<file path="config.mk">
export PLATFORM = sky130hd
export DESIGN_NAME = sale_controller
export DESIGN_NICKNAME = d
export VERILOG_FILES = /design/src/rtl/sale_controller.sv
export SDC_FILE = /design/constraint.sdc
export NUM_CORES = 1
export LEC_CHECK = 0
export BUFFER_PORTS_ARGS = -buffer_cell sky130_fd_sc_hd__buf_2
export CAP_MARGIN = 20
export CORE_MARGIN = 5
export CORE_UTILIZATION = 53
export DETAILED_ROUTE_END_ITERATION = 16
export PLACE_DENSITY = 0.82
export RECOVER_POWER = 25
export SLEW_MARGIN = 0
export SYNTH_ARGS = -nofsm -noshare
export SYNTH_HDL_FRONTEND = slang
export SYNTH_SLANG_ARGS = --single-unit
export TNS_END_PERCENT = 30
</file>
<file path="constraint.sdc">
create_clock -name clk -period 3.1 [get_ports clk]
set_input_delay 0.155 -clock clk [delete_from_list [all_inputs] [get_ports clk]]
set_output_delay 0.155 -clock clk [all_outputs]
set_load 0.03 [all_outputs]
</file>
<file path="src/rtl/sale_controller.sv">
// Ticket-sale sequencer: selection, coin payment, ticket handoff, change.
// Define SALE_TIMEOUT_EN to build the PAY inactivity refund timer.
module sale_controller #(
  parameter int unsigned TIMEOUT_CYCLES = 1000
) (
  input  logic       clk,
  input  logic       rst_n,
  input  logic       sel_valid,
  input  logic [3:0] sel_price,
  input  logic [1:0] sel_amount,
  input  logic       coin_valid,
  input  logic [1:0] coin_value,
  input  logic       cancel,
  output logic       tkt_valid,
  input  logic       tkt_ready,
  output logic       change_valid,
  input  logic       change_ack,
  output logic [4:0] change,
  output logic       refund,
  output logic       coin_reject,
  output logic [3:0] present_state,
  output logic [4:0] total_price,
  output logic [4:0] real_pay
);

  typedef enum logic [3:0] {
    IDLE = 4'b0001,
    PAY  = 4'b0010,
    DISP = 4'b0100,
    CHG  = 4'b1000
  } state_t;

  state_t     state;
  logic [1:0] tickets_left;
  logic [4:0] coin_amt;
  logic [5:0] product;
  logic [5:0] pay_sum;
  logic       sel_ok;
  logic       coin_ok;
  logic       fare_met;
  logic       expired;

  // Coin code to value; the invalid code maps to 0 and is never accepted.
  always_comb begin
    coin_amt = 5'd0;
    unique case (coin_value)
      2'b00: coin_amt = 5'd1;
      2'b01: coin_amt = 5'd5;
      2'b10: coin_amt = 5'd10;
      default: coin_amt = 5'd0;
    endcase
  end

  assign product  = {2'b00, sel_price} * {4'b0000, sel_amount};
  assign sel_ok   = sel_valid && (sel_price != 4'd0)
                 && (sel_amount != 2'd0) && (product <= 6'd31);
  assign pay_sum  = {1'b0, real_pay} + {1'b0, coin_amt};
  assign coin_ok  = coin_valid && (coin_value != 2'b11)
                 && (pay_sum <= 6'd31);
  assign fare_met = pay_sum[4:0] >= total_price;

`ifdef SALE_TIMEOUT_EN
  localparam int unsigned TW = $clog2(TIMEOUT_CYCLES + 1);
  localparam logic [TW-1:0] TLOAD = TW'(TIMEOUT_CYCLES - 1);

  logic [TW-1:0] tmo_cnt;

  // Reaching zero marks the last of TIMEOUT_CYCLES quiet PAY cycles.
  assign expired = (tmo_cnt == '0);

  // Inactivity counter: reload on PAY entry and accepted coins.
  always_ff @(posedge clk or negedge rst_n) begin
    if (!rst_n) begin
      tmo_cnt <= TLOAD;
    end else if (state == IDLE && sel_ok) begin
      tmo_cnt <= TLOAD;
    end else if (state == PAY && !cancel && coin_ok) begin
      tmo_cnt <= TLOAD;
    end else if (state == PAY && tmo_cnt != '0) begin
      tmo_cnt <= tmo_cnt - TW'(1);
    end
  end
`else
  logic unused_cfg;

  assign expired    = 1'b0;
  assign unused_cfg = ^TIMEOUT_CYCLES;
`endif

  // Sale sequencer with its latched fare, payment and ticket count.
  always_ff @(posedge clk or negedge rst_n) begin
    if (!rst_n) begin
      state        <= IDLE;
      tickets_left <= 2'd0;
      total_price  <= 5'd0;
      real_pay     <= 5'd0;
      refund       <= 1'b0;
      coin_reject  <= 1'b0;
    end else begin
      coin_reject <= 1'b0;
      unique case (1'b1)
        state[0]: begin
          coin_reject <= coin_valid;
          if (sel_ok) begin
            total_price  <= product[4:0];
            tickets_left <= sel_amount;
            real_pay     <= 5'd0;
            state        <= PAY;
          end
        end
        state[1]: begin
          if (cancel) begin
            coin_reject <= coin_valid;
            refund      <= 1'b1;
            state       <= CHG;
          end else if (coin_ok) begin
            real_pay <= pay_sum[4:0];
            if (fare_met) state <= DISP;
          end else begin
            coin_reject <= coin_valid;
            if (expired) begin
              refund <= 1'b1;
              state  <= CHG;
            end
          end
        end
        state[2]: begin
          coin_reject <= coin_valid;
          if (tkt_ready) begin
            tickets_left <= tickets_left - 2'd1;
            if (tickets_left == 2'd1) begin
              refund <= 1'b0;
              state  <= CHG;
            end
          end
        end
        state[3]: begin
          coin_reject <= coin_valid;
          if (change_ack) begin
            real_pay    <= 5'd0;
            total_price <= 5'd0;
            refund      <= 1'b0;
            state       <= IDLE;
          end
        end
        default: state <= IDLE;
      endcase
    end
  end

  assign present_state = state;
  assign tkt_valid     = (state == DISP);
  assign change_valid  = (state == CHG);
  assign change        = (state != CHG) ? 5'd0
                       : refund ? real_pay
                       : real_pay - total_price;

endmodule

</file>
Yosys cells after proc, flatten, opt, wreduce, memory -nomap -nowiden
Index checks and enable logic that the tools add are counted.
{ "word_totals": {"word_cells": 73, "regBits": 18, "inputBits": 15, "out_inout_bits": 23} }
{ "classes": {"n_addsub": 3, "n_mux": 29, "order_cmp": 3, "n_reduce_logical": 17, "eq_ne": 14, "n_mul": 1} }
{ "ops": {"columns": ["operator", "n"], "rows": [
  ["$mux 5", 7],
  ["$mux 4", 5],
  ["$pmux 4 s4", 1],
  ["$pmux 5 s3", 1],
  ["$le 6x5->1 const B", 2],
  ["$pmux 4 s3", 1],
  ["$ne 2x2->1 const B", 5],
  ["$pmux 5 s2", 1],
  ["$reduce_and 5->1", 2],
  ["$add 5x5->6", 1],
  ["$mul 4x2->6", 1],
  ["$mux 1", 6],
  ["$mux 2", 3],
  ["$ne 2x1->1 const B", 3],
  ["$reduce_and 3->1", 2],
  ["$reduce_bool 2->1", 3],
  ["$reduce_bool 3->1", 2],
  ["$ge 5x5->1", 1],
  ["$logic_and 1x1->1", 5],
  ["$sub 5x5->5", 1],
  ["$eq 2x1->1 const B", 2],
  ["$eq 4x3->1 const B", 1],
  ["$eq 4x4->1 const B", 1],
  ["$ne 4x4->1 const B", 1],
  ["9 further kinds", 9]
]} }

Logic depth before layout (Yosys ltp)
Gate-level depths: netlist of run 1.
{ "depth": {"depth_word": 8, "depth_mapped": 10} }

Least setup slack after synthesis of run 1
Ideal clock, no wire load.
{ "synth_path": {"path_kind": "register to output", "start": "register real_pay[0]", "end": "output change[4]", "n_path_buf": 0, "required_ps": 2945, "slack_ps": 564, "path_stages_with_launch": 10, "t_arrival_ps": 2381, "path_cell_list": "dfrtp_1 -> inv_1 -> ha_1 -> inv_1 -> fa_1 -> a21o_1 -> a21oi_1 -> xnor2_1 -> or3_1 -> a21oi_1"} }
{ "synth_via": {"elab_chain_cells": 3} }
{ "synth_lines": {"columns": ["element", "line_no", "rtl"], "rows": [
  ["start: declaration", "23", "output logic [4:0] real_pay"],
  ["start signal: assignment", "117", "real_pay <= pay_sum[4:0];"],
  ["$sub 5x5->5", "156", ": real_pay - total_price;"],
  ["$mux 5", "155", ": refund ? real_pay"],
  ["$mux 5", "154", "assign change = (state != CHG) ? 5'd0"],
  ["end: declaration", "18", "output logic [4:0] change,"]
]} }
Every way passes these cells.

Worst setup path in the final report of run 1
Same ends and word-level chain as after synthesis.

==> impl_metrics.env, run 1 <==
export IMPL_status="finished clean"
export IMPL_crit_buf_inv=3
export IMPL_rows=19
export IMPL_cts_root_buf="clkbuf_4"
export IMPL_synth_area_um2=1530
export IMPL_fin_crit_ps=2780
export IMPL_final_hold_violation_count=0
export IMPL_worstMarginPinSlew_ps=1010
export IMPL_remaining_drc_errors=0
export IMPL_dieArea_um2=4070
export IMPL_cp_arrival_ps=2620
export IMPL_die_h_um=63.8
export IMPL_gp_congestion=0.774
export IMPL_cpLargestDelayFamily="adder cells"
export IMPL_wire_per_inst_um=15.8
export IMPL_synth_simple_area_share=0.176
export IMPL_synth_edf_count=0
export IMPL_drv_cap=0
export IMPL_antenna_diode_count=0
export IMPL_required_ps=2940
export IMPL_cp_start_kind="register"
export IMPL_grt_util_met2=0.371
export IMPL_critPathCapture="change[4]"
export IMPL_crit_chain="inv_1, ha_1, inv_1, fa_1, a21o_1, a21oi_1, xnor2_1, or3_1, a21oi_1, buf_2"
export IMPL_grt_max_degree=19
export IMPL_finalCritPeriodShare=0.896
export IMPL_setup_viol=0
export IMPL_grt_pass1_vias=1455
export IMPL_synth_flop_cell="dfrtp_1"
export IMPL_grt_busiest_layer="met2"
export IMPL_grt_use_total=0.198
export IMPL_syn_area_per_cell_um2=8.87
export IMPL_worst_path_stages=10
export IMPL_initial_core_util=0.556
export IMPL_gr_total_overflow=0
export IMPL_critical_path_slowest_cell="dfrtp_1"
export IMPL_antenna_left=0
export IMPL_clock_sinks=18
export IMPL_ys_seq_elements=18
export IMPL_p_leak_nw=0.938
export IMPL_critical_path_class="reg2out"
export IMPL_synthCells=173
export IMPL_antenna_found_initial=0
export IMPL_reg2reg_depth=9
export IMPL_numCtsBuffers=3
export IMPL_r2r_start="real_pay[0]$_DFFE_PN0P_"
export IMPL_synth_area_leaders="dfrtp_1, ha_1, a21oi_1"
export IMPL_finalPower_w=0.00170
export IMPL_synthArstFlopShare=1.00
export IMPL_viasPerCell=5.87
export IMPL_yosysTopAreaCell="dfrtp_1"
export IMPL_synth_xor_xnor_area_share=0.0457
export IMPL_hpwl_um=3060
export IMPL_layout_drive_gt1_share=0.233
export IMPL_firstDrtPassIters=4
export IMPL_powerDensity_nw_per_um2=954
export IMPL_htree_levels=1
export IMPL_core_area_um2=2760
export IMPL_fin_nets=246
export IMPL_min_from="cancel"
export IMPL_grt_pass1_wl_um=6620
export IMPL_yosys_area_top_type_share=0.277
export IMPL_synthDistinctLibCells=42
export IMPL_portBuffers=37
export IMPL_clk_pin_slew_ps=110
export IMPL_hold_path_class="in2reg"
export IMPL_cts_tree="done"
export IMPL_synth_top_family_by_area="compound AO/OA/AOI/OAI gates"
export IMPL_grt_use_met3=0.0298
export IMPL_slew_violations=0
export IMPL_clock_skew_ps=2.10
export IMPL_synthMuxAreaShare=0.0285
export IMPL_slew_headroom=0.325
export IMPL_rsz0062_at_grt="false"
export IMPL_gr_usage_met1=0.227
export IMPL_drt_wl_total_um=3810
export IMPL_peakVddDrop_mv=0.627
export IMPL_insertion_delay_ps=290
export IMPL_stdcell_area_um2=1780
export IMPL_synth_compound_area_frac=0.231
export IMPL_crit_path_end_kind="primary output"
export IMPL_ioPinCount=38
export IMPL_max_freq_ghz=0.360
export IMPL_slowest_delay_ps=460
export IMPL_r2r_end="present_state[2]$_DFF_PN0_"
export IMPL_syn_nets=208
export IMPL_cts_buffer_depth=2
export IMPL_syn_to_final_growth_pct=16.3
export IMPL_post_dp_cell_area_um2=1740
export IMPL_cts_setup_buffers=0
export IMPL_vias=1414
export IMPL_seq_area_frac_synth=0.294
export IMPL_die_w_um=63.8
export IMPL_tns_ps=0
export IMPL_worstSetupStartpoint="real_pay[0]$_DFFE_PN0P_"
export IMPL_synth_fa_ha_area_frac=0.178
export IMPL_reg2reg_slack_ps=590
export IMPL_cp_max_fo=5
export IMPL_synth_top_cells_by_count="dfrtp_1, ha_1, nor2_1"
export IMPL_drt_initial_drc_count=59
export IMPL_ys_warn_count=0
-- final cells by class --
cell class	instances	area, µm²
well taps	31	38.8
repair buffers	38	194
flip-flops and latches	18	452
fillers	244	973
clock buffers	4	36.3
multi-input cells	136	1010
inverters	14	52.6
-- routing by layer --
layer	vias to the layer above	part of all wire	wire length (µm)
met2	27	0.53	2010
met1	687	0.41	1570
met4	0	0.017	64
met5	-	0	0
li1	694	-	-
met3	6	0.043	163
-- power by group --
group | internal [W] | switching [W] | leakage (nW) | total (W)
logic | 0.000421 | 0.000642 | 0.687 | 0.00106
registers | 0.000329 | 0.000163 | 0.230 | 0.000492
clock network | 0.0000716 | 0.0000767 | 0.0210 | 0.000148
-- worst min path at each step --
stage / endpoint / slack (ps) / cells past startpoint
after floorplan: coin_reject$_DFF_PN0_ / -140 / 0
after global placement: real_pay[1]$_DFFE_PN0P_ / 100 / 1
after detailed placement: real_pay[2]$_DFFE_PN0P_ / 120 / 1
after CTS: present_state[1]$_DFF_PN0_ / 80 / 2
after global routing: present_state[0]$_DFF_PN1_ / 110 / 2
final: present_state[1]$_DFF_PN0_ / 100 / 2
-- registers in the layout, summed over array words and instances (netlist names) --
signal and cells:
coin_reject 1, present_state 4, real_pay 5, refund 1
tickets_left 2, total_price 5
-- cells by family (layout without fill, tap and decap cells) --
logic type      count (synthesis)  after routing
flops                          18             18
compound gates                 52             52
simple gates                   52             52
fa+ha+maj                      20             20
buf+inv                        19             56
mux                             4              4
xor+xnor                        8              8
-- timing repair --
| item | CTS | global route |
|---|---|---|
| resized for setup | 0 | 0 |
| endpoints found under the setup margin | 0 | 0 |
| endpoints found under the hold margin | 17 | 0 |
| hold buffers | 1 | 0 |
-- per-stage QoR --
stage               utilization  hold WS (ps)  std cells  setup WS (ps)
finish                    0.647          97.2        241            323
detailed placement        0.631           120        236            400
floorplan                     -          -141        173            564
CTS                       0.647          83.8        241            320
global route              0.647           106        241            217
global placement          0.631           104        236            530
-- cell usage in the layout, fill, tap and decap left out, types with 4 or more instances in the layout --
master / count
buf_2: 36
a21oi_1: 16
and2_1: 8
dfrtp_1: 17
nand3_1: 4
inv_1: 14
o21ai_0: 7
a21o_1: 6
ha_1: 17
nor2_1: 17
xnor2_1: 5
nand2_1: 8
(Power assumes the default switching activity.)
==> inputs of run 2 (changes only) <==
==> constraint.sdc (replaced) <==
create_clock -name clk -period 2.65 [get_ports clk]
set_input_delay 0.3975 -clock clk [delete_from_list [all_inputs] [get_ports clk]]
set_output_delay 0.3975 -clock clk [all_outputs]
set_load 0.03 [all_outputs]
==> run 2 against run 1 <==
Sequential power grew 17%. Utilization grew 2.4 points. Cell area is 3.7% higher. Non-clock buffer count is 7 higher. Clock-buffer cell count stayed put. The flow now finishes with violations (negative setup slack).
==> impl_metrics.env, run 2 (synthesis gave the netlist of run 1 again) <==
export IMPL_layout_drive_gt1_share=0.281
export IMPL_hold_path_class="in2async"
export IMPL_fin_crit_ps=2750
export IMPL_grt_busiest_layer="met2"
export IMPL_slew_headroom=0.351
export IMPL_stdcell_area_um2=1850
export IMPL_grt_use_met3=0.0350
export IMPL_setup_viol=3
export IMPL_finalPower_w=0.00205
export IMPL_clock_sinks=18
export IMPL_r2r_end="present_state[2]$_DFF_PN0_"
export IMPL_gr_usage_met1=0.211
export IMPL_powerDensity_nw_per_um2=1110
export IMPL_final_hold_violation_count=0
export IMPL_drt_wl_total_um=3870
export IMPL_layout_common_cells="buf_2, nor2_1, ha_1, dfrtp_1, a21oi_1"
export IMPL_peakVddDrop_mv=0.791
export IMPL_cp_max_fo=2
export IMPL_htree_levels=1
export IMPL_p_leak_nw=0.975
export IMPL_cp_start_kind="register"
export IMPL_dieArea_um2=4070
export IMPL_grt_max_degree=19
export IMPL_insertion_delay_ps=290
export IMPL_grt_pass1_wl_um=6680
export IMPL_drt_initial_drc_count=52
export IMPL_portBuffers=37
export IMPL_crit_path_end_kind="primary output"
export IMPL_antenna_diode_count=0
export IMPL_critical_path_class="reg2out"
export IMPL_viasPerCell=5.95
export IMPL_gp_congestion=0.807
export IMPL_required_ps=2250
export IMPL_grt_util_met2=0.391
export IMPL_remaining_drc_errors=0
export IMPL_nFillCells=241
export IMPL_post_dp_cell_area_um2=1780
export IMPL_die_w_um=63.8
export IMPL_clock_skew_ps=4.08
export IMPL_cts_root_buf="clkbuf_4"
export IMPL_antenna_found_initial=0
export IMPL_hpwl_um=3110
export IMPL_register_area_um2=452
export IMPL_cp_arrival_ps=2350
export IMPL_slew_violations=0
export IMPL_die_h_um=63.8
export IMPL_fin_nets=253
export IMPL_vias=1476
export IMPL_grt_use_total=0.199
export IMPL_grt_pass1_vias=1555
export IMPL_pre_cts_ws_ps=-56.2
export IMPL_multi_input_area_um2=1020
export IMPL_ioPinCount=38
export IMPL_core_area_um2=2760
export IMPL_gr_total_overflow=0
export IMPL_clk_pin_slew_ps=100
export IMPL_finalCritPeriodShare=1.04
export IMPL_initial_core_util=0.556
export IMPL_max_freq_ghz=0.364
export IMPL_cts_tree="done"
export IMPL_status="finished, violations left"
export IMPL_reg2reg_depth=11
export IMPL_reg2reg_slack_ps=-10
export IMPL_firstDrtPassIters=4
export IMPL_r2r_start="real_pay[0]$_DFFE_PN0P_"
export IMPL_violations="negative setup slack"
export IMPL_worstMarginPinSlew_ps=973
export IMPL_numCtsBuffers=3
export IMPL_drv_cap=0
export IMPL_setup_slack_ps=-101
export IMPL_rows=19
export IMPL_wire_per_inst_um=15.6
export IMPL_antenna_left=0
export IMPL_cts_buffer_depth=2
export IMPL_syn_to_final_growth_pct=20.6
export IMPL_final_common_cell="buf_2"
export IMPL_rsz0062_at_grt="true"
run 2: area by class of cell:
| cell class | count | area share |
|---|---|---|
| clock buffer | 4 | 0.0196 |
| inverter | 14 | 0.0284 |
| multi-input combinational | 136 | 0.552 |
| sequential | 18 | 0.244 |
| tap | 31 | 0.0210 |
| timing repair buffer | 45 | 0.135 |
run 2: worst max-delay path by stage:
stage / depth (start not counted) / end / slack (ps) / start
3_5_place_dp: 10 / total_price[4]$_DFFE_PN0P_ / -60 / sel_price[0]
3_3_place_gp: 10 / total_price[3]$_DFFE_PN0P_ / 50 / sel_price[0]
5_1_grt: 10 / change[4] / -210 / real_pay[0]$_DFFE_PN0P_
2_1_floorplan: 9 / change[4] / 30 / real_pay[0]$_DFFE_PN0P_
6_report: 10 / change[4] / -100 / real_pay[0]$_DFFE_PN0P_
4_1_cts: 10 / change[4] / -100 / real_pay[0]$_DFFE_PN0P_
run 2: stage by stage:
stage / hold slack, ps / util / setup TNS, ps / std cells
after CTS: 28.9 / 0.669 / -97.4 / 247
after global routing: 301 / 0.671 / -528 / 248
after detailed placement: 347 / 0.646 / -158 / 241
after global placement: 351 / 0.646 / 0 / 241
after floorplan: 102 / - / 0 / 173
final: 230 / 0.671 / -123 / 248
run 2: worst max-delay path: stages, from the launching register on:
cell	delay, ps
dfrtp_1	390
inv_1	70
ha_1	150
inv_2	50
fa_2	350
a21o_1	180
a21oi_2	140
xnor2_1	90
or3_1	340
a21oi_2	160
buf_6	150
run 2: repair_timing:
action	in CTS	in global routing
pin swaps	1	0
setup endpoints to repair	1	3
setup buffers	2	1
endpoints found under the hold margin	0	0
hold buffers	0	0
resized for setup	5	0
run 2: layer usage:
layer  share of wire  vias up
met4           0.011        0
met3           0.052        4
met5               0        -
met2            0.55       41
met1            0.39      725
li1                -      706
run 2: power by group:
part | internal, W | total [W] | switching, W | leakage (nW)
clock network | 0.0000837 | 0.000168 | 0.0000847 | 0.0210
registers | 0.000385 | 0.000574 | 0.000189 | 0.230
logic | 0.000538 | 0.00131 | 0.000770 | 0.724
total | 0.00101 | 0.00205 | 0.00104 | 0.975
